===== config.mk =====
export PLATFORM = sky130hd
export DESIGN_NAME = alu16_pipe_flat
export DESIGN_NICKNAME = d
export VERILOG_FILES = /design/src/rtl/alu16_pipe_if.sv /design/src/rtl/alu16_pipe.sv /design/src/flat_wrapper.sv
export SDC_FILE = /design/constraint.sdc
export NUM_CORES = 1
export LEC_CHECK = 0
export CORE_ASPECT_RATIO = 1.5
export CORE_MARGIN = 10
export CORE_UTILIZATION = 40
export CTS_BUF_LIST = sky130_fd_sc_hd__clkbuf_8 sky130_fd_sc_hd__clkbuf_16
export DETAILED_ROUTE_END_ITERATION = 7
export PLACE_DENSITY = 0.65
export REMOVE_ABC_BUFFERS = 1
export SETUP_SLACK_MARGIN = 0.4
export SYNTH_ARGS = -nofsm -noshare
export SYNTH_HDL_FRONTEND = slang
export SYNTH_SLANG_ARGS = --single-unit

===== constraint.sdc =====
create_clock -name clk -period 3.6 [get_ports clk]
set_input_delay 0.72 -clock clk [delete_from_list [all_inputs] [get_ports clk]]
set_output_delay 0.72 -clock clk [all_outputs]
set_load 0.03 [all_outputs]

===== src/rtl/alu16_pipe_if.sv =====
// ---------------------------------------------------------------------------
// alu16_pipe_if
//   Bundles the handshake and data signals of the pipelined Hack ALU.
//
//   Signals:
//     in_valid / in_ready   operand beat handshake (producer -> ALU)
//     x, y                  WIDTH-bit operands
//     ctrl                  {zx, nx, zy, ny, f, no}
//     out_valid / out_ready result handshake (ALU -> consumer)
//     out                   WIDTH-bit result word
//     zr, ng                zero / negative flags of out
//     ov                    signed overflow flag (only with ALU16_OVF_EN)
//
//   Modports:
//     master  the side that feeds operands and consumes results
//     slave   the ALU itself
//
//   Optional feature macro: ALU16_OVF_EN (adds the ov signal).
// ---------------------------------------------------------------------------
interface alu16_pipe_if #(
    parameter int WIDTH = 16
);
    logic             in_valid;
    logic             in_ready;
    logic [WIDTH-1:0] x;
    logic [WIDTH-1:0] y;
    logic [5:0]       ctrl;
    logic             out_valid;
    logic             out_ready;
    logic [WIDTH-1:0] out;
    logic             zr;
    logic             ng;
`ifdef ALU16_OVF_EN
    logic             ov;

    modport master (
        output in_valid, x, y, ctrl, out_ready,
        input  in_ready, out_valid, out, zr, ng, ov
    );

    modport slave (
        input  in_valid, x, y, ctrl, out_ready,
        output in_ready, out_valid, out, zr, ng, ov
    );
`else
    modport master (
        output in_valid, x, y, ctrl, out_ready,
        input  in_ready, out_valid, out, zr, ng
    );

    modport slave (
        input  in_valid, x, y, ctrl, out_ready,
        output in_ready, out_valid, out, zr, ng
    );
`endif
endinterface


===== src/rtl/alu16_pipe.sv =====
// ---------------------------------------------------------------------------
// alu16_pipe
//   Two-stage pipelined Hack-style ALU with valid/ready flow control.
//   Stage 1 applies the zero/negate pre-processing to x and y; stage 2
//   performs AND (f=0) or ADD (f=1), the optional output negation, and
//   registers the result together with its zr/ng flags.
//
//   Ports:
//     clk    rising-edge clock
//     reset  synchronous, active-high reset
//     bus    alu16_pipe_if.slave: in_valid/in_ready, x, y, ctrl,
//            out_valid/out_ready, out, zr, ng (and ov when enabled)
//
//   Optional feature macro: ALU16_OVF_EN
//     When defined, a registered signed-overflow flag ov is produced for
//     the add path (always 0 for the AND path).
// ---------------------------------------------------------------------------
module alu16_pipe #(
    parameter int WIDTH = 16
) (
    input  logic        clk,
    input  logic        reset,
    alu16_pipe_if.slave bus
);
    localparam int MSB = WIDTH - 1;

    logic             s1_valid;
    logic             s2_valid;
    logic             s1_adv;
    logic             s2_adv;
    logic             in_xfer;

    logic [WIDTH-1:0] xz;
    logic [WIDTH-1:0] yz;
    logic [WIDTH-1:0] xp_d;
    logic [WIDTH-1:0] yp_d;
    logic [WIDTH-1:0] xp_q;
    logic [WIDTH-1:0] yp_q;
    logic             f_q;
    logic             no_q;

    logic [WIDTH-1:0] sum;
    logic [WIDTH-1:0] r;
    logic [WIDTH-1:0] res;
    logic [WIDTH-1:0] out_q;
    logic             zr_q;
    logic             ng_q;

    // Stage 2 can take a new beat when it is empty or its result is leaving;
    // in_ready is forced low while reset is held so nothing is accepted then.
    assign s2_adv       = !s2_valid || bus.out_ready;
    assign s1_adv       = s1_valid && s2_adv;
    assign bus.in_ready = !reset && (!s1_valid || s2_adv);
    assign in_xfer      = bus.in_valid && bus.in_ready;

    // Operand pre-processing: zero first, then optionally invert.
    assign xz   = bus.ctrl[5] ? '0 : bus.x;
    assign xp_d = bus.ctrl[4] ? ~xz : xz;
    assign yz   = bus.ctrl[3] ? '0 : bus.y;
    assign yp_d = bus.ctrl[2] ? ~yz : yz;

    // Stage 1 occupancy: a new beat takes priority over draining, which
    // covers the same-edge accept-and-advance case.
    always_ff @(posedge clk) begin
        if (reset) begin
            s1_valid <= 1'b0;
        end else if (in_xfer) begin
            s1_valid <= 1'b1;
        end else if (s1_adv) begin
            s1_valid <= 1'b0;
        end
    end

    // Stage 1 data is qualified by s1_valid, so it carries no reset.
    always_ff @(posedge clk) begin
        if (in_xfer) begin
            xp_q <= xp_d;
            yp_q <= yp_d;
            f_q  <= bus.ctrl[1];
            no_q <= bus.ctrl[0];
        end
    end

    // Function select and output negation.
    assign sum = xp_q + yp_q;
    assign r   = f_q ? sum : (xp_q & yp_q);
    assign res = no_q ? ~r : r;

`ifdef ALU16_OVF_EN
    logic ov_d;
    logic ov_q;

    // Signed overflow: operands share a sign that the sum does not.
    assign ov_d = f_q && (xp_q[MSB] == yp_q[MSB]) && (sum[MSB] != xp_q[MSB]);
`endif

    // Stage 2: when stage 1 is empty only the valid bit drops, the data
    // registers keep their last value.
    always_ff @(posedge clk) begin
        if (reset) begin
            s2_valid <= 1'b0;
            out_q    <= '0;
            zr_q     <= 1'b0;
            ng_q     <= 1'b0;
`ifdef ALU16_OVF_EN
            ov_q     <= 1'b0;
`endif
        end else if (s2_adv) begin
            s2_valid <= s1_valid;
            if (s1_valid) begin
                out_q <= res;
                zr_q  <= (res == '0);
                ng_q  <= res[MSB];
`ifdef ALU16_OVF_EN
                ov_q  <= ov_d;
`endif
            end
        end
    end

    assign bus.out_valid = s2_valid;
    assign bus.out       = out_q;
    assign bus.zr        = zr_q;
    assign bus.ng        = ng_q;
`ifdef ALU16_OVF_EN
    assign bus.ov        = ov_q;
`endif

endmodule


===== src/flat_wrapper.sv =====
// flat-port wrapper written by rule: the top's interface ports become plain ports
module alu16_pipe_flat 
#(
    parameter int WIDTH = 16
)
  (clk, reset, bus_in_valid, bus_x, bus_y, bus_ctrl, bus_out_ready, bus_in_ready, bus_out_valid, bus_out, bus_zr, bus_ng);
  alu16_pipe_if #(.WIDTH(WIDTH)) bus_i ();
  input  logic clk;
  input  logic reset;
  input wire logic [$bits(bus_i.in_valid)-1:0] bus_in_valid;
  input wire logic [$bits(bus_i.x)-1:0] bus_x;
  input wire logic [$bits(bus_i.y)-1:0] bus_y;
  input wire logic [$bits(bus_i.ctrl)-1:0] bus_ctrl;
  input wire logic [$bits(bus_i.out_ready)-1:0] bus_out_ready;
  output wire logic [$bits(bus_i.in_ready)-1:0] bus_in_ready;
  output wire logic [$bits(bus_i.out_valid)-1:0] bus_out_valid;
  output wire logic [$bits(bus_i.out)-1:0] bus_out;
  output wire logic [$bits(bus_i.zr)-1:0] bus_zr;
  output wire logic [$bits(bus_i.ng)-1:0] bus_ng;
  assign bus_i.in_valid = bus_in_valid;
  assign bus_i.x = bus_x;
  assign bus_i.y = bus_y;
  assign bus_i.ctrl = bus_ctrl;
  assign bus_i.out_ready = bus_out_ready;
  assign bus_in_ready = bus_i.in_ready;
  assign bus_out_valid = bus_i.out_valid;
  assign bus_out = bus_i.out;
  assign bus_zr = bus_i.zr;
  assign bus_ng = bus_i.ng;
  alu16_pipe #(.WIDTH(WIDTH)) u_core (.clk(clk), .reset(reset), .bus(bus_i));
endmodule

======== After elaboration in Yosys (flattened, before gate mapping) ========
Cells that the tools add are included.
operators by class
  mux-type cells .......................... 8
  bitwise gates (word level) .............. 4
  add/sub/neg operators ................... 1
  reduce and logical (&&, ||, !) cells .... 11
operator list
  kind                 count
  $mux W16             6
  $not A16 Y16         3
  $add A16 B16 Y16     1
  $and A16 B16 Y16     1
  $logic_not A16 Y1    1
  $logic_and A1 B1 Y1  3
  $logic_not A1 Y1     3
  $logic_or A1 B1 Y1   2
  $mux W1              2
  $reduce_and A2 Y1    1
  $reduce_bool A2 Y1   1
storage, ports and cells
  input bits .............................. 42
  logic and storage cells ................. 33
  register bits after elaboration ......... 54
  output and inout port bits .............. 20

======== Logic depth before layout (Yosys ltp) ========
Gate-level depths: netlist (run 1).
  word-level depth ........................ 6
  depth in mapped cells ................... 10
  mapped depth without buffers ............ 10

======== Least setup slack after synthesis (run 1) ========
OpenSTA, ideal clock, no wires.
  path kind ............................... flip-flop to flip-flop
  start ................................... register u_core.yp_q[0]
  end ..................................... register u_core.zr_q (netlist: u_core.bus.zr)
  arrival ................................. 2.628 ns
  data required time ...................... 3.516 ns
  library setup time ...................... 0.084 ns
  path buffers ............................ 0
  setup slack ............................. 0.887 ns
  clock period less this slack ............ 2.713 ns
  cell stages (with the launch flop) ...... 11
  cell sequence ........................... edfxtp_1 -> ha_1 -> fa_1 -> a21o_1 -> a21oi_1 -> xnor2_1 -> mux2i_1 -> or4_1 -> a211oi_1 -> nand4_1 -> o31ai_2
between the ends
  word-level cells in the longest chain between the ends .. 5
  elaborated cells on any way between the ends .. 6
  classes of those cells .................. add/sub: 1; mux: 2; bitwise: 2; reduce/logical: 1
ends and longest elaborated chain
  what                                                         line                                RTL
  start: declaration                                           alu16_pipe.sv:38                    logic [WIDTH-1:0] yp_q;
  start signal: assignment                                     alu16_pipe.sv:78                    yp_q <= yp_d;
  $add A16 B16 Y16 / $and A16 B16 Y16 (equally long branches)  alu16_pipe.sv:85, alu16_pipe.sv:86
  $mux W16 (*)                                                 alu16_pipe.sv:86                    assign r = f_q ? sum : (xp_q & yp_q);
  $not A16 Y16                                                 alu16_pipe.sv:87                    assign res = no_q ? ~r : r;
  $mux W16 (*)                                                 alu16_pipe.sv:87
  $logic_not A16 Y1 (*)                                        alu16_pipe.sv:112                   zr_q <= (res == '0);
  end signal: assignment                                       alu16_pipe.sv:112
  end: declaration                                             alu16_pipe.sv:46                    logic zr_q;
Mark *: on every way between the ends. The rest lies on a longest branch, timed or not.
A chain may end at the register's enable or synchronous reset.

======== Final worst setup path (run 1) ========
Same ends and word-level chain as after synthesis.

==> impl_metrics.env, run 1 <==
export IMPL_run_status="completed"
export IMPL_start_kind="flop"
export IMPL_slew_headroom=0.382
export IMPL_finClkSkew_ns=0.00611
export IMPL_start_util=0.412
export IMPL_vdd_drop_max_mv=0.212
export IMPL_slew_violations=0
export IMPL_tightestPinTransition_ns=0.923
export IMPL_gp_congestion=0.840
export IMPL_p_per_area_mw_per_mm2=371
export IMPL_rsz0062_at_grt="no"
export IMPL_ys_types=56
export IMPL_antenna_left=0
export IMPL_path_class="flop to flop"
export IMPL_drv_cap=0
export IMPL_cp_required_ns=3.81
export IMPL_syn_inst=355
export IMPL_drt_vias_per_instance=5.10
export IMPL_area_growth_pct=24.7
export IMPL_setup_viol=0
export IMPL_p_leak_nw=1.54
export IMPL_synth_seq_cells=53
export IMPL_grt_max_degree=35
export IMPL_postCtsHoldBufs=0
export IMPL_drc=0
export IMPL_synthesis_area_sq_mm=0.00346
export IMPL_post_place_ws_ns=0.582
export IMPL_clkLatencyLatePin_ns=0.29
export IMPL_ioPinCount=62
export IMPL_grt_usage=0.112
export IMPL_ys_warn_count=0
export IMPL_finalHoldViolCount=0
export IMPL_dp_cells=508
export IMPL_hold_class="flop to flop"
export IMPL_synthArstFlopShare=0
export IMPL_final_nets=467
export IMPL_grt_pass1_wl_um=11800
export IMPL_hpwl_um=5770
export IMPL_n_antenna_cell=0
export IMPL_synth_edf_count=34
export IMPL_final_min_clock_period_ns=3.05
export IMPL_critPathArrivalTime_ns=3.25
export IMPL_ys_flop_type="edfxtp_1"
export IMPL_drt_initial_drc_count=169
export IMPL_io_buffers=61
export IMPL_place_area_sq_mm=0.00416
export IMPL_dieWidth_um=96.0
export IMPL_post_drt_wl_per_cell_um=13.8
export IMPL_critPathMaxFanout=4
export IMPL_antenna_found_initial=0
export IMPL_drive_above_1_share=0.0513
export IMPL_syn_mean_instance_area_sq_um=9.75
export IMPL_routed_wl_um=7140
export IMPL_clock_sinks=53
export IMPL_setup_worst_path_end_class="flop"
export IMPL_grt_pass1_vias=2615
export IMPL_final_cell_area_sq_mm=0.00432
export IMPL_fmax_mhz=328
export IMPL_htreeDepth=2
export IMPL_overflow=0
export IMPL_cts_tree="done"
export IMPL_seq_area_sq_mm=0.00140
export IMPL_die_area_sq_mm=0.0129
export IMPL_clk_path_buf_depth=2
export IMPL_finalWorstSetupSlack_ns=0.553
export IMPL_final_setup_tns_ns=0
export IMPL_row_count=41
export IMPL_cts_buffers=5
export IMPL_cts_root_buffer_cell="clkbuf_16"
export IMPL_coreArea_sq_mm=0.00841
export IMPL_multi_input_area_sq_mm=0.00197
export IMPL_ys_seq_area_frac=0.405
export IMPL_cts_clk_slew_worst_paths_ns=0.07
export IMPL_fillers=805
export IMPL_fp_dieH_um=134
export IMPL_fin_crit_sh=0.846
export IMPL_vias=2632
export IMPL_first_pass_iters=4
export IMPL_instances_no_fill=516
export IMPL_whs_ns=0.449
[worst paths after layout]
kind / from / endpoint / slack, ns / cells after the start
worst min-delay path: u_core.bus.out[7] / u_core.bus.out[7] / 0.45 / 2
worst min register to register: u_core.bus.out[7] / u_core.bus.out[7] / 0.45 / 2
worst max register to register: u_core.yp_q[0] / u_core.bus.zr / 0.55 / 10
worst max-delay path: u_core.yp_q[0] / u_core.bus.zr / 0.55 / 10
[registers in the layout, summed over array words and instances, names as in the netlist]
signal and count:
u_core.xp_q 16, u_core.bus.out_valid 1, u_core.bus.out 16, u_core.yp_q 16
u_core.bus.zr 1, u_core.no_q 1, u_core.s1_valid 1, u_core.f_q 1
[cells in the final DEF (no fill, tap or decap), types with 5 or more instances in the layout]
cell type,n
ha_1,16
or3_1,5
clkdlybuf4s50_1,61
clkbuf_16,5
a211oi_1,5
edfxtp_1,34
inv_1,5
a21o_1,5
buf_4,5
nand2b_1,33
nand3_1,8
nand4_1,7
nor2_1,15
mux2i_1,9
nand2_1,34
o21ai_0,7
dfxtp_1,19
xnor2_1,53
a21oi_1,28
[stage by stage]
step / power [mW] / util
finish: 1.60 / 0.513
global route: 1.68 / 0.513
CTS: 1.62 / 0.512
detailed placement: 1.15 / 0.495
global placement: 1.15 / 0.495
floorplan: 1.01 / -
[layout make-up]
cell class	instances	area share
multi-input cells	277	0.457
inverters	5	0.00435
clock buffers	5	0.0290
flip-flops and latches	53	0.325
well taps	107	0.0310
repair buffers	66	0.150
clock inverters	3	0.00406
[routing by layer]
| metal | share of wire | global-route usage | wire [um] | vias to the layer above |
|---|---|---|---|---|
| met1 | 0.40 | 0.118 | 2860 | 1194 |
| met2 | 0.54 | 0.208 | 3840 | 60 |
| met4 | 0.018 | 0.0502 | 128 | 0 |
| met5 | 0 | 0 | 0 | - |
| li1 | - | - | - | 1372 |
| met3 | 0.043 | 0.0168 | 310 | 6 |
[cells in the mapped netlist, types with 3 or more instances]
cell type   n  area [sq um]
xnor2_1    53           464
edfxtp_1   34          1020
nand2_1    34           128
nand2b_1   33           206
a21oi_1    28           140
dfxtp_1    19           380
ha_1       16           200
nor2_1     15          56.3
clkbuf_1   14          52.6
mux2i_1     9          90.1
nand3_1     8          40.0
nand4_1     7          43.8
o21ai_0     7          35.0
a211oi_1    5          37.5
a21o_1      5          37.5
inv_1       5          18.8
or3_1       5          31.3
a31oi_1     4          25.0
nor2b_1     4          25.0
buf_1       3          11.3
nor3_1      3          15.0
[where the power goes]
group	internal [mW]	switching, mW	leakage, nW
clock network	0.255	0.207	0.0674
logic	0.211	0.224	0.994
registers	0.691	0.0152	0.474
total	1.16	0.446	1.54
[kinds of logic (layout without fill, tap and decap cells)]
logic type,count (synthesis),after routing,synth area share
AND/OR/NAND/NOR,124,124,0.191
AO/OA/AOI/OAI,71,71,0.142
buffers and inverters,25,79,0.0289
XOR/XNOR,54,54,0.137
flip-flops,53,53,0.405
multiplexers,11,11,0.0325
adder cells (fa/ha/maj),17,17,0.0636
[critical path, stage by stage (launching register included)]
cell and delay, ns:
edfxtp_1 0.38, ha_1 0.26, fa_1 0.42, a21o_1 0.24, a21oi_1 0.19, xnor2_1 0.13, mux2i_1 0.13, or4_1 0.55
a211oi_1 0.28, nand4_1 0.17, o31ai_2 0.20
[what timing repair did]
item,4_1_cts,5_1_grt
endpoints found under the setup margin,0,1
setup buffers,0,0
gates resized for setup,0,1
Note: power is estimated with default switching activity, not from simulation.
==> inputs of run 2 (changes only) <==
- PLACE_DENSITY: 0.65 -> 0.68
- clock period: 3.6 -> 2.8 ns (I/O delays scaled with it)
==> run 2 against run 1 <==
  * The flow now finishes with violations (setup timing)
  * Fmax grew 6.7%
  * Sequential power increased by 28%
  * Via count grew 1.9%
  * Global-route usage up 0.46 points
  * Final cell count rose by 3.1%
  * Wire length is 4.3% higher
  * Flip-flop and latch count unchanged
  * First-iteration DRC count fell by 8.9%
  * Utilization grew 2.6 points
  * Total power grew 32%
  * Combinational power increased by 43%
  * Critical path depth grew 1
  * Critical path type unchanged
  * Largest power group unchanged
==> impl_metrics.env, run 2 (same netlist as run 1, synthesis figures left out) <==
export IMPL_routed_wl_um=7450
export IMPL_grt_pass1_vias=2621
export IMPL_antenna_left=0
export IMPL_rr_worst_depth=11
export IMPL_fin_crit_sh=1.02
export IMPL_coreArea_sq_mm=0.00841
export IMPL_multi_input_area_sq_mm=0.00208
export IMPL_drt_initial_drc_count=154
export IMPL_rsz0062_at_grt="yes"
export IMPL_finClkSkew_ns=0.00509
export IMPL_comb_power_share=0.294
export IMPL_whs_ns=0.451
export IMPL_start_util=0.412
export IMPL_tightestPinTransition_ns=0.954
export IMPL_dp_cells=519
export IMPL_cp_required_ns=3.01
export IMPL_critPathArrivalTime_ns=3.07
export IMPL_hold_class="flop to flop"
export IMPL_drt_vias_per_instance=5.04
export IMPL_fp_dieH_um=134
export IMPL_power_switching_uw=593
export IMPL_fmax_mhz=350
export IMPL_wl_met2_um=4100
export IMPL_overflow=0
export IMPL_htreeDepth=2
export IMPL_p_clk_frac=0.278
export IMPL_failed_checks="setup timing"
export IMPL_grt_max_degree=35
export IMPL_drive_above_1_share=0.139
export IMPL_antenna_found_initial=0
export IMPL_critPathMaxFanout=4
export IMPL_hpwl_um=6000
export IMPL_seq_area_sq_mm=0.00140
export IMPL_n_antenna_cell=0
export IMPL_cts_root_buffer_cell="clkbuf_16"
export IMPL_fillers=776
export IMPL_drc=0
export IMPL_row_count=41
export IMPL_finalWorstSetupSlack_ns=-0.0543
export IMPL_run_status="finished, violations left"
export IMPL_wl_met3_um=305
export IMPL_clkLatencyLatePin_ns=0.29
export IMPL_setup_viol=1
export IMPL_grt_usage=0.117
export IMPL_instances_no_fill=532
export IMPL_final_util=0.540
export IMPL_setup_worst_path_end_class="flop"
export IMPL_dieWidth_um=96.0
export IMPL_p_leak_nw=1.64
export IMPL_final_min_clock_period_ns=2.85
export IMPL_io_buffers=61
export IMPL_area_growth_pct=31.1
export IMPL_final_common_cell="clkdlybuf4s50_1"
export IMPL_p_per_area_mw_per_mm2=467
export IMPL_final_nets=483
export IMPL_slew_violations=0
export IMPL_post_place_ws_ns=-0.0646
export IMPL_hold_path_depth=2
export IMPL_post_drt_wl_per_cell_um=14.0
export IMPL_grt_pass1_wl_um=12200
export IMPL_clk_path_buf_depth=2
export IMPL_clock_sinks=53
export IMPL_path_class="flop to flop"
export IMPL_drv_cap=0
export IMPL_finalHoldViolCount=0
export IMPL_slew_headroom=0.362
export IMPL_gp_congestion=0.821
export IMPL_ioPinCount=62
export IMPL_mostFrequentLayoutCells="clkdlybuf4s50_1 (60), xnor2_1 (49), nand2_1 (34), edfxtp_1 (34), nand2b_1 (33)"
export IMPL_first_pass_iters=4
export IMPL_wl_met1_um=2910
export IMPL_final_cell_area_sq_mm=0.00454
export IMPL_finalPower_mw=2.12
export IMPL_final_setup_tns_ns=-0.0543
export IMPL_cts_buffers=5
export IMPL_swShare=0.280
export IMPL_cts_tree="done"
export IMPL_pwr_share_seq=0.428
export IMPL_p_int_mw=1.53
export IMPL_vias=2681
export IMPL_vdd_drop_max_mv=0.283
export IMPL_highest_layer="met4"
export IMPL_die_area_sq_mm=0.0129
export IMPL_start_kind="flop"
export IMPL_place_area_sq_mm=0.00424
export IMPL_cts_clk_slew_worst_paths_ns=0.07
## run 2: cell count changes in the layout (fill, tap and decap cells not counted), moves of 2 or more
cell / before / now
buf_4: 5 / 22
a211oi_1: 5 / 3
xnor2_1: 53 / 49
a21oi_1: 28 / 23
xnor2_2: 0 / 4
a21oi_2: 0 / 5
a211oi_2: 0 / 2
## run 2: what timing repair did
action                     4_1_cts  5_1_grt
resized for setup               13       10
hold buffers                     0        0
pin swaps                       15       10
setup endpoints to repair        9       11
hold endpoints to repair         0        0
setup buffers                    3        2
## run 2: per-layer routing
metal	track usage	vias to the layer above
met5	0	-
met1	0.120	1224
met2	0.222	45
met4	0.0493	0
met3	0.0168	7
li1	-	1405
## run 2: power groups by stage
stage | combinational [mW] | sequential (mW) | clock, mW
final | 0.622 | 0.907 | 0.590
after global routing | 0.679 | 0.912 | 0.642
after CTS | 0.604 | 0.908 | 0.608
after detailed placement | 0.579 | 0.925 | 0
after global placement | 0.569 | 0.923 | 0
after floorplan | 0.333 | 0.964 | 0
## run 2: cell type report
type / instances / share of cell area
Clock inverter: 3 / 0.00386
Timing Repair Buffer: 82 / 0.169
Clock buffer: 5 / 0.0276
Sequential cell: 53 / 0.309
Tap cell: 107 / 0.0295
Multi-Input combinational cell: 277 / 0.458
Inverter: 5 / 0.00413
## run 2: path summary, 6_finish.rpt
kind | from | endpoint | slack (ns)
setup / recovery | u_core.yp_q[0] | u_core.bus.zr | -0.05
hold / removal | u_core.bus.out[7] | u_core.bus.out[7] | 0.45
setup reg to reg | u_core.yp_q[0] | u_core.bus.zr | -0.05
hold reg to reg | u_core.bus.out[7] | u_core.bus.out[7] | 0.45
## run 2: worst max-delay path, stage by stage, from the launching register on
cell and delay [ns]:
edfxtp_1 0.37, ha_2 0.20, fa_2 0.35, a21o_4 0.25
a221oi_4 0.31, buf_4 0.18, a21oi_2 0.06, xnor2_1 0.21
a21oi_2 0.09, or3_1 0.32, o22a_1 0.23, o31ai_2 0.21
==> inputs of run 3 (changes only) <==
- GPL_TIMING_DRIVEN: unset -> 0
==> run 3 against run 2 <==
  * Utilization fell by 0.37 points
  * First-iteration DRC count fell by 31%
  * Critical endpoint unchanged
  * Worst hold slack improved by 0.0015 ns
  * Via count fell by 0.30%
  * Sequential share of layout area rose by 0.21 points
  * The flow still finishes with violations (setup timing)
  * Largest power group unchanged
  * Largest cell class unchanged
  * Total power rose by 4.2%
  * Flip-flop and latch count did not move
  * Worst setup slack improved by 0.042 ns
  * Non-clock buffer count fell by 12
  * Count of clock-buffer cells in the layout did not move
  * Global-route usage fell by 0.48 points
  * Critical path depth did not move
==> impl_metrics.env, run 3 (same netlist as run 1, synthesis figures left out) <==
export IMPL_r2r_slack_ns=-0.01
export IMPL_path_cells="ha_2 > fa_2 > a21o_4 > buf_4 > a221o_1 > a41oi_2 > xnor2_1 > mux2i_2 > nand4b_1 > o22a_1 > o31ai_2"
export IMPL_rr_endpoint="u_core.bus.zr"
export IMPL_final_min_clock_period_ns=2.81
export IMPL_fillers=797
export IMPL_p_int_mw=1.61
export IMPL_swShare=0.271
export IMPL_drive_above_1_share=0.128
export IMPL_cts_tree="done"
export IMPL_rsz0062_at_grt="yes"
export IMPL_slew_violations=0
export IMPL_seq_area_sq_mm=0.00140
export IMPL_postCtsHoldBufs=0
export IMPL_finalPower_mw=2.21
export IMPL_drt_initial_drc_count=106
export IMPL_cts_root_buffer_cell="clkbuf_16"
export IMPL_finalHoldViolCount=0
export IMPL_final_common_cell="clkdlybuf4s50_1"
export IMPL_hold_class="flop to flop"
export IMPL_run_status="finished, violations left"
export IMPL_p_clk_frac=0.312
export IMPL_place_area_sq_mm=0.00413
export IMPL_cts_clk_slew_worst_paths_ns=0.07
export IMPL_area_growth_pct=30.2
export IMPL_antenna_found_initial=0
export IMPL_setup_viol=1
export IMPL_grt_pass1_vias=2623
export IMPL_start_util=0.412
export IMPL_hold_path_depth=2
export IMPL_tightestPinTransition_ns=0.979
export IMPL_clkLatencyLatePin_ns=0.29
export IMPL_post_drt_wl_per_cell_um=14.1
export IMPL_routed_wl_um=7340
export IMPL_row_count=41
export IMPL_die_area_sq_mm=0.0129
export IMPL_p_per_area_mw_per_mm2=490
export IMPL_htreeDepth=2
export IMPL_critPathBufInv=1
export IMPL_fmax_mhz=356
export IMPL_fin_crit_sh=1.00
export IMPL_critPathArrivalTime_ns=3.02
export IMPL_overflow=0
export IMPL_grt_usage=0.112
export IMPL_mostFrequentLayoutCells="clkdlybuf4s50_1 (59), xnor2_1 (51), edfxtp_1 (34)"
export IMPL_io_buffers=61
export IMPL_clock_sinks=53
export IMPL_setup_worst_path_end_class="flop"
export IMPL_grt_pass1_wl_um=11700
export IMPL_cp_slowest_cell="edfxtp_1"
export IMPL_final_nets=471
export IMPL_path_class="flop to flop"
export IMPL_grt_max_degree=35
export IMPL_cp_required_ns=3.01
export IMPL_critPathMaxFanout=4
export IMPL_crit_family="compound AO/OA/AOI/OAI gates"
export IMPL_p_leak_nw=1.59
export IMPL_gp_congestion=0.815
export IMPL_cts_buffers=5
export IMPL_final_cell_area_sq_mm=0.00451
export IMPL_clk_path_buf_depth=2
export IMPL_comb_power_share=0.274
export IMPL_slew_headroom=0.346
export IMPL_dieWidth_um=96.0
export IMPL_rr_worst_depth=11
export IMPL_path_depth=11
export IMPL_finClkSkew_ns=0.00447
export IMPL_vdd_drop_max_mv=0.253
export IMPL_pwr_share_seq=0.414
export IMPL_critPathLaunch="u_core.xp_q[0]"
export IMPL_coreArea_sq_mm=0.00841
export IMPL_first_pass_iters=4
export IMPL_power_switching_uw=598
export IMPL_ioPinCount=62
export IMPL_hpwl_um=5580
export IMPL_drv_cap=0
export IMPL_n_antenna_cell=0
export IMPL_finalWorstSetupSlack_ns=-0.0121
export IMPL_antenna_left=0
export IMPL_multi_input_area_sq_mm=0.00211
export IMPL_drt_vias_per_instance=5.14
export IMPL_cp_endpoint="u_core.bus.zr"
export IMPL_critical_path_max_stage_delay_ns=0.37
export IMPL_start_kind="flop"
export IMPL_drc=0
export IMPL_vias=2673
export IMPL_reg2reg_from="u_core.xp_q[0]"
export IMPL_fp_dieH_um=134
export IMPL_failed_checks="setup timing"
## run 3: changes by cell type in the layout (fill, tap and decap cells not counted), sizes merged
cell,previous run,this run
buf,22,9
bufinv,0,1
clkbuf,5,6
clkdlybuf4s50,60,59
clkinv,2,1
clkinvlp,1,0
dlygate4sd2,0,1
inv,5,6
## run 3: through the flow
step	worst slack [ns]	cells	utilization	setup TNS [ns]	hold WS [ns]
detailed placement	-0.464	503	0.490	-16.17	0.446
global route	-0.128	520	0.536	-0.146	0.466
finish	-0.0121	520	0.536	-0.0121	0.452
floorplan	0.0595	335	-	0	0.494
global placement	-0.345	503	0.490	-12.04	0.440
CTS	0.00663	518	0.522	0	0.455
## run 3: worst min path at each step
stage,startpoint,end,slack [ns]
floorplan,u_core.s1_valid,u_core.bus.out_valid,0.49
global placement,u_core.bus.out[1],u_core.bus.out[1],0.44
detailed placement,u_core.bus.out[12],u_core.bus.out[12],0.45
CTS,u_core.bus.out[10],u_core.bus.out[10],0.45
global route,u_core.bus.out[3],u_core.bus.out[3],0.47
finish,u_core.bus.out[4],u_core.bus.out[4],0.45
## run 3: metal layers
layer / share of wire / track usage
met1: 0.38 / 0.110
met3: 0.055 / 0.0229
met4: 0.024 / 0.0444
met5: 0 / 0
met2: 0.54 / 0.216
## run 3: cell type report
class | instances | area share
clock buffer | 5 | 0.0278
clock inverter | 3 | 0.00944
inverter | 5 | 0.00416
multi-input combinational | 277 | 0.467
sequential | 53 | 0.311
tap | 107 | 0.0297
timing repair buffer | 70 | 0.151
## run 3: repair_timing
item / 4_1_cts / 5_1_grt
pin swaps: 16 / 21
resized for setup: 15 / 23
buffers inserted: 7 / 2
setup endpoints to repair: 45 / 12
## run 3: worst register-to-register path: cells and delay by family, from the launching register on
kind | cells | cell delay (ns)
muxes | 1 | 0.12
DFF | 1 | 0.37
AOI/OAI and AO/OA | 5 | 1.21
xor gates and xnor gates | 1 | 0.16
buffers and inverters | 1 | 0.13
and+or+nand+nor | 1 | 0.19
adders and majority gates | 2 | 0.55
## run 3: power groups by stage
stage          Clock (mW)  Combinational [mW]  Sequential (mW)
4_1_cts             0.706               0.570            0.914
3_5_place_dp            0               0.542            0.934
3_3_place_gp            0               0.533            0.931
6_report            0.690               0.604            0.914
2_1_floorplan           0               0.333            0.964
5_1_grt             0.736               0.660            0.921
